[src/rtl/lcd_pkg.sv]
// Shared geometry and types for the SC1602 16x2 text path.
package lcd_pkg;

    localparam int unsigned LCD_COLS   = 16;
    localparam int unsigned LCD_ROWS   = 2;
    localparam int unsigned LCD_CELLS  = LCD_COLS * LCD_ROWS;
    localparam int unsigned LCD_ADDR_W = 5;

    typedef logic [7:0]            lcd_char_t;
    typedef logic [LCD_ADDR_W-1:0] lcd_addr_t;

endpackage

[src/rtl/lcd_rr_arbiter.sv]
// Two-way round-robin arbiter; prio_q names the port that wins a tie.
module lcd_rr_arbiter (
    input  logic       clk,
    input  logic       resetn,
    input  logic [1:0] req,
    output logic [1:0] grant
);

    logic prio_q;

    always_comb begin
        grant = 2'b00;
        if (req[0] && (!req[1] || !prio_q)) begin
            grant[0] = 1'b1;
        end else if (req[1]) begin
            grant[1] = 1'b1;
        end
    end

    always_ff @(posedge clk or negedge resetn) begin
        if (!resetn) begin
            prio_q <= 1'b0;
        end else if (grant[0]) begin
            prio_q <= 1'b1;
        end else if (grant[1]) begin
            prio_q <= 1'b0;
        end
    end

endmodule

[src/rtl/lcd_text_scheduler.sv]
// 32-cell text buffer feeding the LCD driver's character input in drawing order.
// Define LCD_TEXT_DOUBLE_BUFFER_EN for a back buffer published to the front at commit.
module lcd_text_scheduler
    import lcd_pkg::*;
#(
    parameter lcd_char_t FILL_CHAR = 8'h20
) (
    input  logic      clk,
    input  logic      resetn,
    input  logic      wr_req_0,
    input  lcd_addr_t wr_addr_0,
    input  lcd_char_t wr_data_0,
    output logic      wr_ack_0,
    input  logic      wr_req_1,
    input  lcd_addr_t wr_addr_1,
    input  lcd_char_t wr_data_1,
    output logic      wr_ack_1,
    input  logic      commit,
    output logic      commit_done,
    input  logic      drawing,
    output lcd_char_t character,
    output logic      frame_start,
    output lcd_addr_t pos
);

    logic [1:0] elig, grant;
    logic       wr_en;
    lcd_addr_t  wr_addr, pos_next;
    lcd_char_t  wr_data, next_char;
    logic       drawing_q, pending_q, pending_next;
    logic       fall, wrap, swap;

    // A port still showing its ack is ineligible, so a held request becomes a new write.
    assign elig = {wr_req_1 & ~wr_ack_1, wr_req_0 & ~wr_ack_0};

    lcd_rr_arbiter u_arb (
        .clk    (clk),
        .resetn (resetn),
        .req    (elig),
        .grant  (grant)
    );

    assign wr_en        = |grant;
    assign wr_addr      = grant[1] ? wr_addr_1 : wr_addr_0;
    assign wr_data      = grant[1] ? wr_data_1 : wr_data_0;
    assign fall         = drawing_q & ~drawing;
    assign pos_next     = pos + 1'b1;
    assign wrap         = fall && (pos == lcd_addr_t'(LCD_CELLS - 1));
    assign pending_next = pending_q | commit;
    assign swap         = wrap & pending_next;

`ifdef LCD_TEXT_DOUBLE_BUFFER_EN
    lcd_char_t back_q  [LCD_CELLS];
    lcd_char_t front_q [LCD_CELLS];

    always_ff @(posedge clk or negedge resetn) begin
        if (!resetn) begin
            for (int unsigned i = 0; i < LCD_CELLS; i++) begin
                back_q[i]  <= FILL_CHAR;
                front_q[i] <= FILL_CHAR;
            end
        end else begin
            if (wr_en) begin
                back_q[wr_addr] <= wr_data;
            end
            // Bulk publish merges a write landing on the same edge.
            if (swap) begin
                for (int unsigned i = 0; i < LCD_CELLS; i++) begin
                    front_q[i] <= (wr_en && wr_addr == lcd_addr_t'(i)) ? wr_data : back_q[i];
                end
            end
        end
    end

    always_comb begin
        next_char = front_q[pos_next];
        if (swap) begin
            next_char = (wr_en && wr_addr == '0) ? wr_data : back_q[0];
        end
    end
`else
    lcd_char_t cells_q [LCD_CELLS];

    always_ff @(posedge clk or negedge resetn) begin
        if (!resetn) begin
            for (int unsigned i = 0; i < LCD_CELLS; i++) begin
                cells_q[i] <= FILL_CHAR;
            end
        end else if (wr_en) begin
            cells_q[wr_addr] <= wr_data;
        end
    end

    always_comb begin
        next_char = cells_q[pos_next];
        if (wr_en && wr_addr == pos_next) begin
            next_char = wr_data;
        end
    end
`endif

    always_ff @(posedge clk or negedge resetn) begin
        if (!resetn) begin
            drawing_q   <= 1'b0;
            pending_q   <= 1'b0;
            wr_ack_0    <= 1'b0;
            wr_ack_1    <= 1'b0;
            frame_start <= 1'b0;
            commit_done <= 1'b0;
            pos         <= '0;
            character   <= FILL_CHAR;
        end else begin
            drawing_q   <= drawing;
            pending_q   <= swap ? 1'b0 : pending_next;
            wr_ack_0    <= grant[0];
            wr_ack_1    <= grant[1];
            frame_start <= wrap;
            commit_done <= swap;
            if (fall) begin
                pos       <= pos_next;
                character <= next_char;
            end
        end
    end

endmodule

[config.mk]
export PLATFORM = sky130hd
export DESIGN_NAME = lcd_text_scheduler
export DESIGN_NICKNAME = d
export VERILOG_FILES = /design/src/rtl/lcd_pkg.sv /design/src/rtl/lcd_rr_arbiter.sv /design/src/rtl/lcd_text_scheduler.sv
export SDC_FILE = /design/constraint.sdc
export NUM_CORES = 1
export LEC_CHECK = 0
export ABC_AREA = 1
export BUFFER_PORTS_ARGS = -buffer_cell sky130_fd_sc_hd__clkbuf_2
export CORE_ASPECT_RATIO = 0.7
export CORE_UTILIZATION = 40
export DETAILED_ROUTE_END_ITERATION = 16
export PLACE_DENSITY = 0.64
export REMOVE_ABC_BUFFERS = 1
export SLEW_MARGIN = 15
export SYNTH_ARGS = -nofsm -noshare
export SYNTH_HDL_FRONTEND = slang
export SYNTH_HIERARCHICAL = 1
export SYNTH_SLANG_ARGS = --single-unit
[constraint.sdc]
create_clock -name clk -period 2.2 [get_ports clk]
set_clock_uncertainty 0.15 [all_clocks]
set_input_delay 0.44 -clock clk [delete_from_list [all_inputs] [get_ports clk]]
set_output_delay 0.44 -clock clk [all_outputs]
set_load 0.05 [all_outputs]
== After elaboration in Yosys (flattened, before gate mapping) ==
Index checks and enable logic that the tools add are counted.

* Flip-flop bits (word level): 276
* Bits in latches: 0
* Memory bits (writable): 0
* ROM bits: 0
* Input port bits: 32
* Output and inout bits: 17
* Word-level logic and storage cells: 81
* Memories: 0

* $add $sub $neg: 1
* Multiply operators: 0
* Div/mod/pow operators: 0
* $lt $le $gt $ge: 3
* Eq/ne operators: 2
* Shift operators: 0
* Muxes and demuxes: 15
* Bitwise operators: 10
* Reduce and logical (&&, ||, !) cells: 9

{| class="wikitable"
|+ Operators by type and width
! kind !! count
|-
| bitwise mux 256 bit || 1
|-
| binary-select mux 8 bit (select 5 bit) || 1
|-
| demux 8 bit (select 5 bit) || 1
|-
| 2-to-1 mux 8 bit || 5
|-
| greater-or-equal comparator 6 bit (second input constant) || 2
|-
| inverter 5 -> 6 bit || 2
|-
| < comparator 6 x 1 -> 1 bit (second input constant) || 1
|-
| 2-to-1 mux 1 bit || 6
|-
| adder 5 x 1 -> 5 bit (second input constant) || 1
|-
| == test 5 bit || 1
|-
| == test 5 bit (second input constant) || 1
|-
| 2-to-1 mux 5 bit || 1
|-
| bitwise AND 1 bit || 4
|-
| logical AND 1 bit || 4
|-
| inverter 1 bit || 3
|-
| zero test 1 bit || 2
|-
| nonzero test 2 bit || 1
|-
| OR reduction 2 bit || 1
|-
| logical OR 1 bit || 1
|-
| bitwise OR 1 bit || 1
|}

== Logic depth before layout (Yosys ltp) ==
Gate-level depths: netlist (run 1).

* Word-level depth: 13
* Gate-level depth with buffers: 18
* Mapped depth without buffers: 16

== By module ==
Netlist (run 1), hierarchy kept.

{| class="wikitable"
|+ By module, submodules not included
! module !! times used !! cells an instance !! area each (sq um) !! sequential area each (sq um)
|-
| lcd_text_scheduler || 1 || 1,721 || 13,847.0 || 6,922.9
|-
| lcd_rr_arbiter || 1 || 9 || 60.1 || 25.0
|}

== Worst setup path before layout (run 1) ==
No wires, ideal clock.

* Kind: register to register
* From: register pos[1]
* To: register character[0]
* Library setup time: 121 ps
* Data arrival time: 2,321 ps
* Data required time: 1,929 ps
* Slack: -392 ps
* Cell stages (with the launch flop): 13
* Path buffers: 1
* Clock period less this slack: 2,592 ps
* Path through: dfrtp_1 ha_1 nand2_1 nor2_1 ha_1 buf_2 clkinv_1 nand2_1 nand2_1 nor2_4 nand3_4 nand3_1 a21oi_2

* Word-level cells in the longest chain between the ends: 6
* Elaborated cells between the ends (all ways): 8
* Classes of those cells: 1 x add/sub; 1 x eq/ne; 4 x mux; 1 x bitwise; 1 x reduce/logical

{| class="wikitable"
|+ RTL lines
! what !! RTL line !! text
|-
| start: declaration || lcd_text_scheduler.sv:23 || <nowiki>output lcd_addr_t pos</nowiki>
|-
| start signal: assignment || lcd_text_scheduler.sv:120 || <nowiki>pos <= pos_next;</nowiki>
|-
| adder 5 x 1 -> 5 bit * || lcd_text_scheduler.sv:47 || <nowiki>assign pos_next = pos + 1'b1;</nowiki>
|-
| via pos_next[4] || lcd_text_scheduler.sv:28 || <nowiki>lcd_addr_t wr_addr, pos_next;</nowiki>
|-
| inverter 5 -> 6 bit (implied by the code) || lcd_text_scheduler.sv:95 || <nowiki>next_char = cells_q[pos_next];</nowiki>
|-
| binary-select mux 8 bit (select 5 bit) || lcd_text_scheduler.sv:95 ||
|-
| 2-to-1 mux 8 bit (implied by the code) (2 in a row) || lcd_text_scheduler.sv:95 ||
|-
| 2-to-1 mux 8 bit * || lcd_text_scheduler.sv:96 || <nowiki>if (wr_en && wr_addr == pos_next) begin</nowiki>
|-
| end signal: assignment || lcd_text_scheduler.sv:121 || <nowiki>character <= next_char;</nowiki>
|-
| end: declaration || lcd_text_scheduler.sv:21 || <nowiki>output lcd_char_t character,</nowiki>
|}

Mark *: on every way through the listed nets, which the timed path passes. The rest lies on a longest branch. The select of a mux whose other input is x is not followed.
A chain may end at the register's enable or synchronous reset.

== Worst setup path in the final report (run 1) ==
* From: register pos[0]
* To: register character[6]

* Word-level cells in the longest chain between the ends: 6
* Elaborated cells between the ends (all ways): 8
* Classes of those cells: 1 x add/sub; 1 x eq/ne; 4 x mux; 1 x bitwise; 1 x reduce/logical

{| class="wikitable"
|+ RTL lines
! what !! RTL line
|-
| adder 5 x 1 -> 5 bit * || lcd_text_scheduler.sv:47
|-
| inverter 5 -> 6 bit (implied by the code) || lcd_text_scheduler.sv:95
|-
| binary-select mux 8 bit (select 5 bit) || lcd_text_scheduler.sv:95
|-
| 2-to-1 mux 8 bit (implied by the code) (2 in a row) || lcd_text_scheduler.sv:95
|-
| 2-to-1 mux 8 bit * || lcd_text_scheduler.sv:96
|}

Every way passes the cells marked *; elsewhere a longest branch is shown, timed or not. The select of a mux whose other input is x is not followed.

==> flow_summary_export.csv, run 1 <==
group,metric,value,unit
sta,fin_crit_sh,1.017,
finish,final_nets,1854,
worst_setup_path,ff2ff_path_depth,11,
worst_setup_path,crit_chain,"ha_4 > buf_4 > nor2_1 > nor2_4 > buf_12 > buf_12 > nand3_1 > nand3_1 > nand3_1 > nand3_1 > a21oi_2",
sta,rsz0062_at_grt,"yes",
floorplan,ios,49,
finish,drive_gt1_frac,0.2090,
route,drt-total-wl,40150,um
global_routing,grt-ovfl-total,0,
floorplan,rows,56,
worst_setup_path,r2r_start,"pos[0]",
synth,ys_types,30,
worst_setup_path,r2r_end,"character[6]",
route,ant_nets,0,
worst_setup_path,critPathKind,"reg2reg",
synth,synth.yosys.seq_area_share,0.4996,
cts,clk-insertion-delay-late,0.56,ns
pwr,swShare,0.4238,
route,drt-vias-per-instance,5.130,
min_path,hold-path-endpoint,"u_arb/prio_q",
global_routing,grt_pass1_vias,11164,
worst_setup_path,arrival,2.58,ns
pwr,peakVddDrop,0.9056,mV
cts,cts.sinks,276,
finish,post-route-util,0.5059,
run_status,status,"finished with violations",
synth,synth_warnings,6,
finish,fin_cells,2306,
synth,syn-instance-count,1730,
min_path,hold_class,"in2reg",
sta,setup_ws,-0.03649,ns
floorplan,fp.coreArea,33840,um2
route,drc,0,
sta,final-setup-viol-count,3,
pwr,p_leak,8.230,nW
synth,synth_area,13910,um2
pwr,power_frac_comb,0.491,
finish,n_antenna_cell,0,
sta,fin_setup_tns,-0.05090,ns
pwr,switching_power,11.25,mW
route,initialDrtViolationCount,998,
flow_run,drv_cap,0,
worst_setup_path,cp.required,2.54,ns
pwr,p_seq_frac,0.330,
sta,timing.hold.ws,0.1248,ns
placed_design,dp.cells,2214,
min_path,hp-start,"wr_req_1",
placed_design,gp_congestion,0.9111,
floorplan,start_util,0.4109,
floorplan,die_w,224.9,um
cts,cts_root_buf,"clkbuf_16",
route,wl_per_cell,17.41,um
route,dr.pass1.iters,6,
sta,tightest_slew,0.5185,ns
worst_setup_path,slowest_stage,"dfrtp_4",
global_routing,grt_pass1_wl,62360,um
cts,clock_path_buffers,3,
sta,drv_slew,0,
cts,htreeDepth,1,
worst_setup_path,reg2reg_setup_slack,-0.04,ns
finish,area_growth,23.11,%
sta,min_period,2.236,ns
placed_design,dp_hpwl,26500,um
global_routing,antenna_found_initial,0,
worst_setup_path,end_kind,"flop",
sta,clock.fmax,0.4471,GHz
floorplan,dieArea,35530,um2
pwr,clockPowerShare,0.179,
placed_design,port_buffers,48,
cts,clk_pin_slew,0.07,ns
sta,slew_headroom,0.6543,
route,dr_total_vias,11829,
synth,avgSynthCellArea,8.039,um2
global_routing,grt_use_total,0.2265,
worst_setup_path,start_kind,"flop",
sta,hold_violations,0,
cts,cts_tree,"done",
synth,synth-seq-cells,276,
run_status,failed_checks,"negative setup slack",
worst_setup_path,path_common_cell,"nand3_1",
cts,cts_buffers,28,
pwr,cell_internal_pwr,15.29,mW
min_path,hold_path_depth,6,
global_routing,grt_max_degree,68,
worst_setup_path,path_max_fanout,9,
pwr,p_per_area,1550,nW/um2
worst_setup_path,cpPeakStageDelay,0.50,ns
floorplan,die_height,158.0,um
[layout make-up]
| type | count | area (um2) |
|---|---|---|
| sequential | 276 | 6952 |
| timing repair buffer | 166 | 1839 |
| clock inverter | 6 | 55.05 |
| fill | 3170 | 16720 |
| inverter | 129 | 501.7 |
| tap | 464 | 580.6 |
| multi-input combinational | 1219 | 6344 |
| clock buffer | 46 | 849.6 |
[layout by cell type, fill, tap and decap left out, drive strengths merged, types with 10 or more instances in the layout]
| cell | netlist | layout |
|---|---|---|
| dfstp | 33 | 33 |
| nor2 | 66 | 68 |
| nand2 | 662 | 666 |
| nand4 | 10 | 10 |
| buf | 75 | 116 |
| inv | 128 | 128 |
| nand3 | 152 | 152 |
| o211ai | 29 | 29 |
| clkbuf | 37 | 92 |
| dfrtp | 243 | 243 |
| o21ai | 280 | 280 |
[critical path, delay by kind of cell (launching register included)]
family	cells	cell delay [ns]
buffers and inverters	3	0.41
and+or+nand+nor	6	0.82
AOI/OAI and AO/OA	1	0.12
DFF	1	0.50
adders and majority gates	1	0.17
[cell families after synthesis]
kind of cell	Yosys count	share of synthesized area
AO/OA/AOI/OAI	317	0.1298
multiplexers	3	0.002159
AND/OR/NAND/NOR	890	0.2854
flip-flops	276	0.4996
buffers and inverters	241	0.08061
adder cells (fa/ha/maj)	2	0.001799
XOR/XNOR	1	0.0006299
[per-stage QoR]
stage | instance area, um2 | power [mW] | setup WS [ns]
global route | 17120 | 28.46 | -0.1358
global placement | 15220 | 20.54 | -0.2836
finish | 17120 | 26.54 | -0.03649
detailed placement | 15220 | 20.81 | -0.3209
CTS | 16470 | 26.13 | -0.05826
floorplan | 13280 | 15.70 | -4.329
[routing by layer]
layer  part of all wire  vias up  track usage
li1                   -     5752            -
met1               0.48     5701       0.3376
met2               0.43      301       0.3399
met3              0.061       75      0.03396
met4              0.031        0      0.06284
met5                  0        -            0
[Yosys cell counts]
| cell | instances | area share |
|---|---|---|
| dfrtp_1 | 243 | 0.44 |
| buf_4 | 1 | 0.00054 |
| clkinv_1 | 1 | 0.00027 |
| nand3_1 | 150 | 0.054 |
| nor2_8 | 6 | 0.0086 |
| a21oi_2 | 6 | 0.0038 |
| nand2_4 | 20 | 0.016 |
| nand4_1 | 10 | 0.0045 |
| buf_2 | 40 | 0.014 |
| inv_1 | 123 | 0.033 |
| buf_6 | 21 | 0.017 |
| buf_1 | 13 | 0.0035 |
| o21a_1 | 1 | 0.00054 |
| o22ai_1 | 1 | 0.00045 |
| mux2i_1 | 3 | 0.0022 |
| dfstp_2 | 33 | 0.062 |
| nand2_1 | 610 | 0.16 |
| inv_4 | 2 | 0.00090 |
| nand2_2 | 32 | 0.014 |
| o21ai_0 | 87 | 0.031 |
| nor2_1 | 52 | 0.014 |
| inv_2 | 3 | 0.00081 |
| o21ai_1 | 161 | 0.058 |
| o211ai_1 | 29 | 0.016 |
| xor2_1 | 1 | 0.00063 |
| nor2_4 | 8 | 0.0065 |
| o21ai_2 | 32 | 0.020 |
| nand3_4 | 2 | 0.0025 |
| ha_1 | 2 | 0.0018 |
| clkbuf_1 | 37 | 0.010 |
[how the worst max path moves through the flow]
stage                     startpoint      endpoint  slack, ns  depth (start not counted)
final                         pos[0]  character[6]      -0.04                         11
after global routing        wr_ack_1  character[3]      -0.14                         13
after CTS                   wr_ack_0    cells_q[2]      -0.06                         12
after detailed placement    wr_req_0   cells_q[63]      -0.32                         13
after global placement      wr_req_0   cells_q[63]      -0.28                         13
after floorplan               pos[0]  character[1]      -4.33                         10
[state kept, by name, summed over array words and instances, names as in the netlist]
register and count:
character 8, cells_q 256, wr_ack_0 1, wr_ack_1 1, u_arb/prio_q 1, commit_done 1
pos 5, frame_start 1, drawing_q 1, pending_q 1
[timing repair]
item | CTS | global route
pin swaps | 8 | 9
cloned | 4 | 3
endpoints found under the setup margin | 236 | 265
hold buffers | 3 | 0
gates resized for setup | 26 | 77
setup buffers | 10 | 20
hold endpoints to repair | 43 | 0
[power groups by stage]
| stage | sequential (mW) | combinational, mW | clock, mW |
|---|---|---|---|
| 2_1_floorplan | 9.14 | 6.55 | 0 |
| 3_3_place_gp | 8.72 | 11.8 | 0 |
| 3_5_place_dp | 8.79 | 12.0 | 0 |
| 4_1_cts | 8.75 | 12.5 | 4.83 |
| 5_1_grt | 9.05 | 14.4 | 5.01 |
| 6_report | 8.77 | 13.0 | 4.74 |
Note: power is estimated with default switching activity, not from simulation.
==> run 2, diff against run 1 <==
==> constraint.sdc (replaced) <==
create_clock -name clk -period 2.2 [get_ports clk]
set_clock_uncertainty 0.15 [all_clocks]
set_input_delay 0.33 -clock clk [delete_from_list [all_inputs] [get_ports clk]]
set_output_delay 0.33 -clock clk [all_outputs]
set_load 0.05 [all_outputs]
==> flow_summary_export.csv, run 2 (synthesis gave the netlist of run 1 again) <==
group,metric,value,unit
run_status,status,"finished with violations",
run_status,failed_checks,"negative setup slack",
sta,rsz0062_at_grt,"yes",
placed_design,dp_hpwl,26080,um
flow_run,drv_cap,0,
cts,cts_root_buf,"clkbuf_16",
floorplan,fp.coreArea,33840,um2
sta,fin_setup_tns,-1.046,ns
route,ant_nets,0,
worst_setup_path,critPathKind,"reg2reg",
finish,n_antenna_cell,0,
cts,clk_pin_slew,0.07,ns
finish,fin_cells,2332,
worst_setup_path,path_buf_inv,6,
worst_setup_path,cpPeakStageDelay,0.39,ns
finish,post-route-util,0.5355,
floorplan,start_util,0.4109,
worst_setup_path,path_max_fanout,8,
worst_setup_path,start_kind,"flop",
pwr,p_seq_frac,0.320,
global_routing,antenna_found_initial,0,
sta,tightest_slew,0.4138,ns
placed_design,gp_congestion,0.8731,
floorplan,die_height,158.0,um
global_routing,grt_pass1_wl,63890,um
floorplan,dieArea,35530,um2
global_routing,grt-ovfl-total,0,
route,drt-total-wl,44220,um
finish,area_growth,30.32,%
route,wl_per_cell,18.96,um
worst_setup_path,cp.required,2.50,ns
cts,clock_path_buffers,3,
worst_setup_path,ff2ff_path_depth,15,
sta,min_period,2.244,ns
worst_setup_path,slowest_stage,"dfrtp_1",
min_path,hold_class,"in2reg",
pwr,clockPowerShare,0.175,
finish,reg_top3,"cells_q (256), character (8), pos (5)",
finish,regMostFlops,"cells_q",
cts,cts_tree,"done",
floorplan,ios,49,
global_routing,grt_max_degree,73,
pwr,p_leak,8.436,nW
worst_setup_path,end_kind,"flop",
pwr,switching_power,12.12,mW
sta,final-setup-viol-count,60,
worst_setup_path,crit_cells,15,
pwr,power_frac_comb,0.505,
sta,drv_slew,0,
pwr,swShare,0.4347,
route,drt-vias-per-instance,5.329,
global_routing,grt_use_total,0.2326,
cts,cts_buffers,27,
finish,final_nets,1881,
finish,largest_reg_flops,256,
worst_setup_path,arrival,2.55,ns
placed_design,port_buffers,48,
pwr,peakVddDrop,0.7968,mV
cts,htreeDepth,1,
finish,layout_common_cells,"nand2_1 (522), dfrtp_1 (242), o21ai_1 (147), nand3_1 (137), inv_1 (121)",
sta,fin_crit_sh,1.020,
sta,slew_headroom,0.7182,
worst_setup_path,crit_chain,"nor2_2 > inv_2 > a21oi_4 > buf_12 > buf_12 > nand2_4 > nand2_4 > buf_6 > nand2_8 > nor2_4 > buf_12 > buf_8 > nand2_8 > nand2_4 > o21ai_2",
finish,layout_commonest_cell,"nand2_1",
worst_setup_path,path_delay_family,"buffers and inverters",
route,initialDrtViolationCount,1235,
cts,cts.sinks,276,
sta,setup_ws,-0.04403,ns
min_path,hold_path_depth,7,
route,drc,0,
floorplan,die_w,224.9,um
route,dr.pass1.iters,5,
global_routing,grt_pass1_vias,11242,
sta,hold_violations,0,
finish,drive_gt1_frac,0.2816,
floorplan,rows,56,
pwr,p_per_area,1539,nW/um2
cts,clk-insertion-delay-late,0.56,ns
pwr,cell_internal_pwr,15.77,mW
route,dr_total_vias,12428,
placed_design,dp.cells,2213,
sta,clock.fmax,0.4456,GHz
==> run 2: worst paths after layout <==
kind / start / end / slack [ns]
max in group asynchronous: resetn / cells_q[165] / 0.99
max: wr_ack_1 / cells_q[187] / -0.04
min reg2reg: cells_q[117] / cells_q[117] / 0.32
max reg2reg: wr_ack_1 / cells_q[187] / -0.04
min in group asynchronous: resetn / cells_q[129] / 0.14
min: wr_data_0[2] / character[2] / 0.12
==> run 2: timing repair <==
action,CTS,global route
buffers inserted,14,25
gates cloned,7,16
pin swaps,21,48
endpoints found under the hold margin,242,0
endpoints found under the setup margin,263,265
hold buffers,7,0
gates resized for setup,60,219
==> run 2: final cells by class <==
class	count	area [um2]
Clock buffer	38	767.0
Fill cell	3052	15720
Inverter	129	511.7
Sequential cell	276	6952
Tap cell	464	580.6
Timing Repair Buffer	182	2064
Clock inverter	12	147.6
Multi-Input combinational cell	1231	7101
==> run 2: stage by stage <==
step,hold slack [ns],worst slack (ns),area (um2),power [mW]
floorplan,-0.1156,-4.329,13280,15.70
global placement,0.1337,-0.1631,15160,20.36
detailed placement,0.1342,-0.2219,15160,20.62
CTS,0.1139,-0.01505,16730,26.33
global route,0.1472,-0.1474,18120,29.61
finish,0.1190,-0.04403,18120,27.89
==> run 2: layer usage <==
metal	vias up	routed length, um	part of all wire	global-route usage
li1	5842	-	-	-
met1	6061	19950	0.45	0.3343
met2	452	19690	0.45	0.3476
met3	73	3522	0.080	0.05494
met4	0	1049	0.024	0.06414
met5	-	0	0	0.009818
==> run 2: worst reg2reg max path: stages, from the launching register on <==
cell     delay (ns)
dfrtp_1        0.39
nor2_2         0.15
inv_2          0.07
a21oi_4        0.15
buf_12         0.17
buf_12         0.12
nand2_4        0.04
nand2_4        0.08
buf_6          0.13
nand2_8        0.06
nor2_4         0.10
buf_12         0.14
buf_8          0.14
nand2_8        0.10
nand2_4        0.10
o21ai_2        0.05
==> run 2: power groups by stage <==
stage	Combinational (mW)	Clock, mW	Sequential, mW
after floorplan	6.55	0	9.14
after global placement	11.6	0	8.73
after detailed placement	11.8	0	8.79
after CTS	12.6	4.95	8.74
after global routing	15.3	5.14	9.20
final	14.1	4.89	8.92
==> run 3, diff against run 2 <==
- CORE_UTILIZATION: 40 -> 45
- GPL_TIMING_DRIVEN: unset -> 1
- PLACE_DENSITY: 0.64 -> 0.69
==> flow_summary_export.csv, run 3 (synthesis gave the netlist of run 1 again) <==
group,metric,value,unit
cts,htreeDepth,1,
floorplan,dieArea,31620,um2
cts,cts_tree,"done",
worst_setup_path,cp.required,2.50,ns
finish,area_growth,27.37,%
cts,cts_root_buf,"clkbuf_16",
global_routing,antenna_found_initial,1,
sta,fin_crit_sh,1.015,
worst_setup_path,arrival,2.53,ns
floorplan,ios,49,
finish,drive_gt1_frac,0.2513,
pwr,peakVddDrop,0.8113,mV
sta,drv_slew,0,
floorplan,rows,53,
cts,clock_path_buffers,3,
sta,clock.fmax,0.4477,GHz
worst_setup_path,path_max_fanout,16,
sta,fin_setup_tns,-0.3008,ns
finish,multi_input_area,6837,um2
route,wl_per_cell,19.48,um
finish,fill_cells,2567,
sta,slew_headroom,0.6513,
route,drt-vias-per-instance,5.530,
placed_design,gp_congestion,0.8644,
floorplan,die_w,212.1,um
worst_setup_path,critPathKind,"reg2reg",
sta,min_period,2.234,ns
sta,tightest_slew,0.5230,ns
floorplan,start_util,0.4609,
global_routing,grt_pass1_wl,63170,um
cts,clk-insertion-delay-late,0.57,ns
route,ant_nets,0,
cts,cts.sinks,276,
route,initialDrtViolationCount,1415,
route,dr_total_vias,12552,
route,dr.pass1.iters,6,
route,drc,0,
placed_design,dp_hpwl,25640,um
finish,post-route-util,0.5871,
pwr,p_per_area,1555,nW/um2
placed_design,port_buffers,48,
global_routing,grt_use_total,0.2578,
worst_setup_path,start_kind,"flop",
cts,cts_buffers,28,
floorplan,fp.coreArea,30170,um2
route,drt-total-wl,44220,um
run_status,status,"finished with violations",
finish,n_antenna_cell,0,
global_routing,grt_pass1_vias,11197,
finish,reg_top3,"cells_q (256), character (8), pos (5)",
sta,final-setup-viol-count,27,
global_routing,grt_max_degree,76,
run_status,failed_checks,"negative setup slack",
cts,clk_pin_slew,0.07,ns
flow_run,drv_cap,0,
placed_design,placed_area,15030,um2
finish,largest_reg_flops,256,
finish,regArea,6952,um2
sta,hold_violations,0,
sta,setup_ws,-0.03352,ns
finish,finalInstanceArea,17710,um2
pwr,p_leak,8.403,nW
floorplan,die_height,149.1,um
worst_setup_path,end_kind,"flop",
min_path,hold_class,"in2reg",
finish,layout_common_cells,"nand2_1 (554), dfrtp_1 (242), o21ai_1 (165), nand3_1 (138), inv_1 (121)",
global_routing,grt-ovfl-total,0,
finish,layout_commonest_cell,"nand2_1",
sta,rsz0062_at_grt,"yes",
finish,final_nets,1870,
finish,regMostFlops,"cells_q",
[run 3: cell types whose count changed in the layout (fill, tap and decap cells not counted), sizes merged]
cell	previous run	this run
clkinv	6	4
bufinv	3	2
dlygate4sd3	6	5
buf	125	114
inv	131	130
clkbuf	87	94
dlymetal6s4s	1	0
clkinvlp	1	3
nand2	678	676
[run 3: worst max-delay path, cell delays in order, from the launching register on]
cell	delay (ns)
dfrtp_1	0.39
nor2_2	0.12
inv_2	0.07
a21oi_4	0.14
buf_12	0.15
nand2_1	0.15
nand2_8	0.15
inv_2	0.11
nor2_8	0.17
buf_12	0.18
nand2_8	0.14
nand2_1	0.11
o21ai_2	0.05
[run 3: cell type report]
class	instances	share of cell area
repair buffers	172	0.1109
clock inverters	10	0.006428
inverters	129	0.02861
clock buffers	42	0.04655
flip-flops and latches	276	0.3925
well taps	412	0.02910
multi-input cells	1229	0.3860
[run 3: routing by layer]
layer | wire length (um) | share of wire | track usage
met1 | 19380 | 0.44 | 0.3889
met2 | 18920 | 0.43 | 0.3685
met3 | 4576 | 0.10 | 0.06484
met4 | 1328 | 0.030 | 0.05978
met5 | 10 | 0.00023 | 0
[run 3: path summary, 6_finish.rpt]
check	to	slack [ns]	start	cells after the start
max	cells_q[218]	-0.03	wr_ack_1	12
min	cells_q[185]	0.13	wr_data_0[1]	4
max reg2reg	cells_q[218]	-0.03	wr_ack_1	12
min reg2reg	cells_q[237]	0.32	cells_q[237]	2
max in group asynchronous	cells_q[125]	0.98	resetn	3
min in group asynchronous	cells_q[164]	0.14	resetn	2
[run 3: power breakdown]
part           internal (mW)  switching (mW)
combinational           5.12            8.54
clock                   2.83            2.12
sequential              7.53            1.40
total                   15.5            12.1
[run 3: what timing repair did]
item                                   CTS  global route
hold buffers                             5             0
setup endpoints to repair              243           265
pin swaps                                8            45
setup buffers                           11            24
gates cloned                             5            18
endpoints found under the hold margin  132             0
gates resized for setup                 30           185
[run 3: metrics by stage]
step / power [mW] / setup slack [ns] / hold slack [ns] / std cells
after floorplan: 15.70 / -4.329 / -0.1156 / 1618
after global placement: 20.12 / -0.1047 / 0.1676 / 2155
after detailed placement: 20.42 / -0.1829 / 0.1647 / 2155
after CTS: 25.92 / -0.07333 / 0.1184 / 2228
after global routing: 29.28 / -0.1309 / 0.1464 / 2270
final: 27.55 / -0.03352 / 0.1301 / 2270
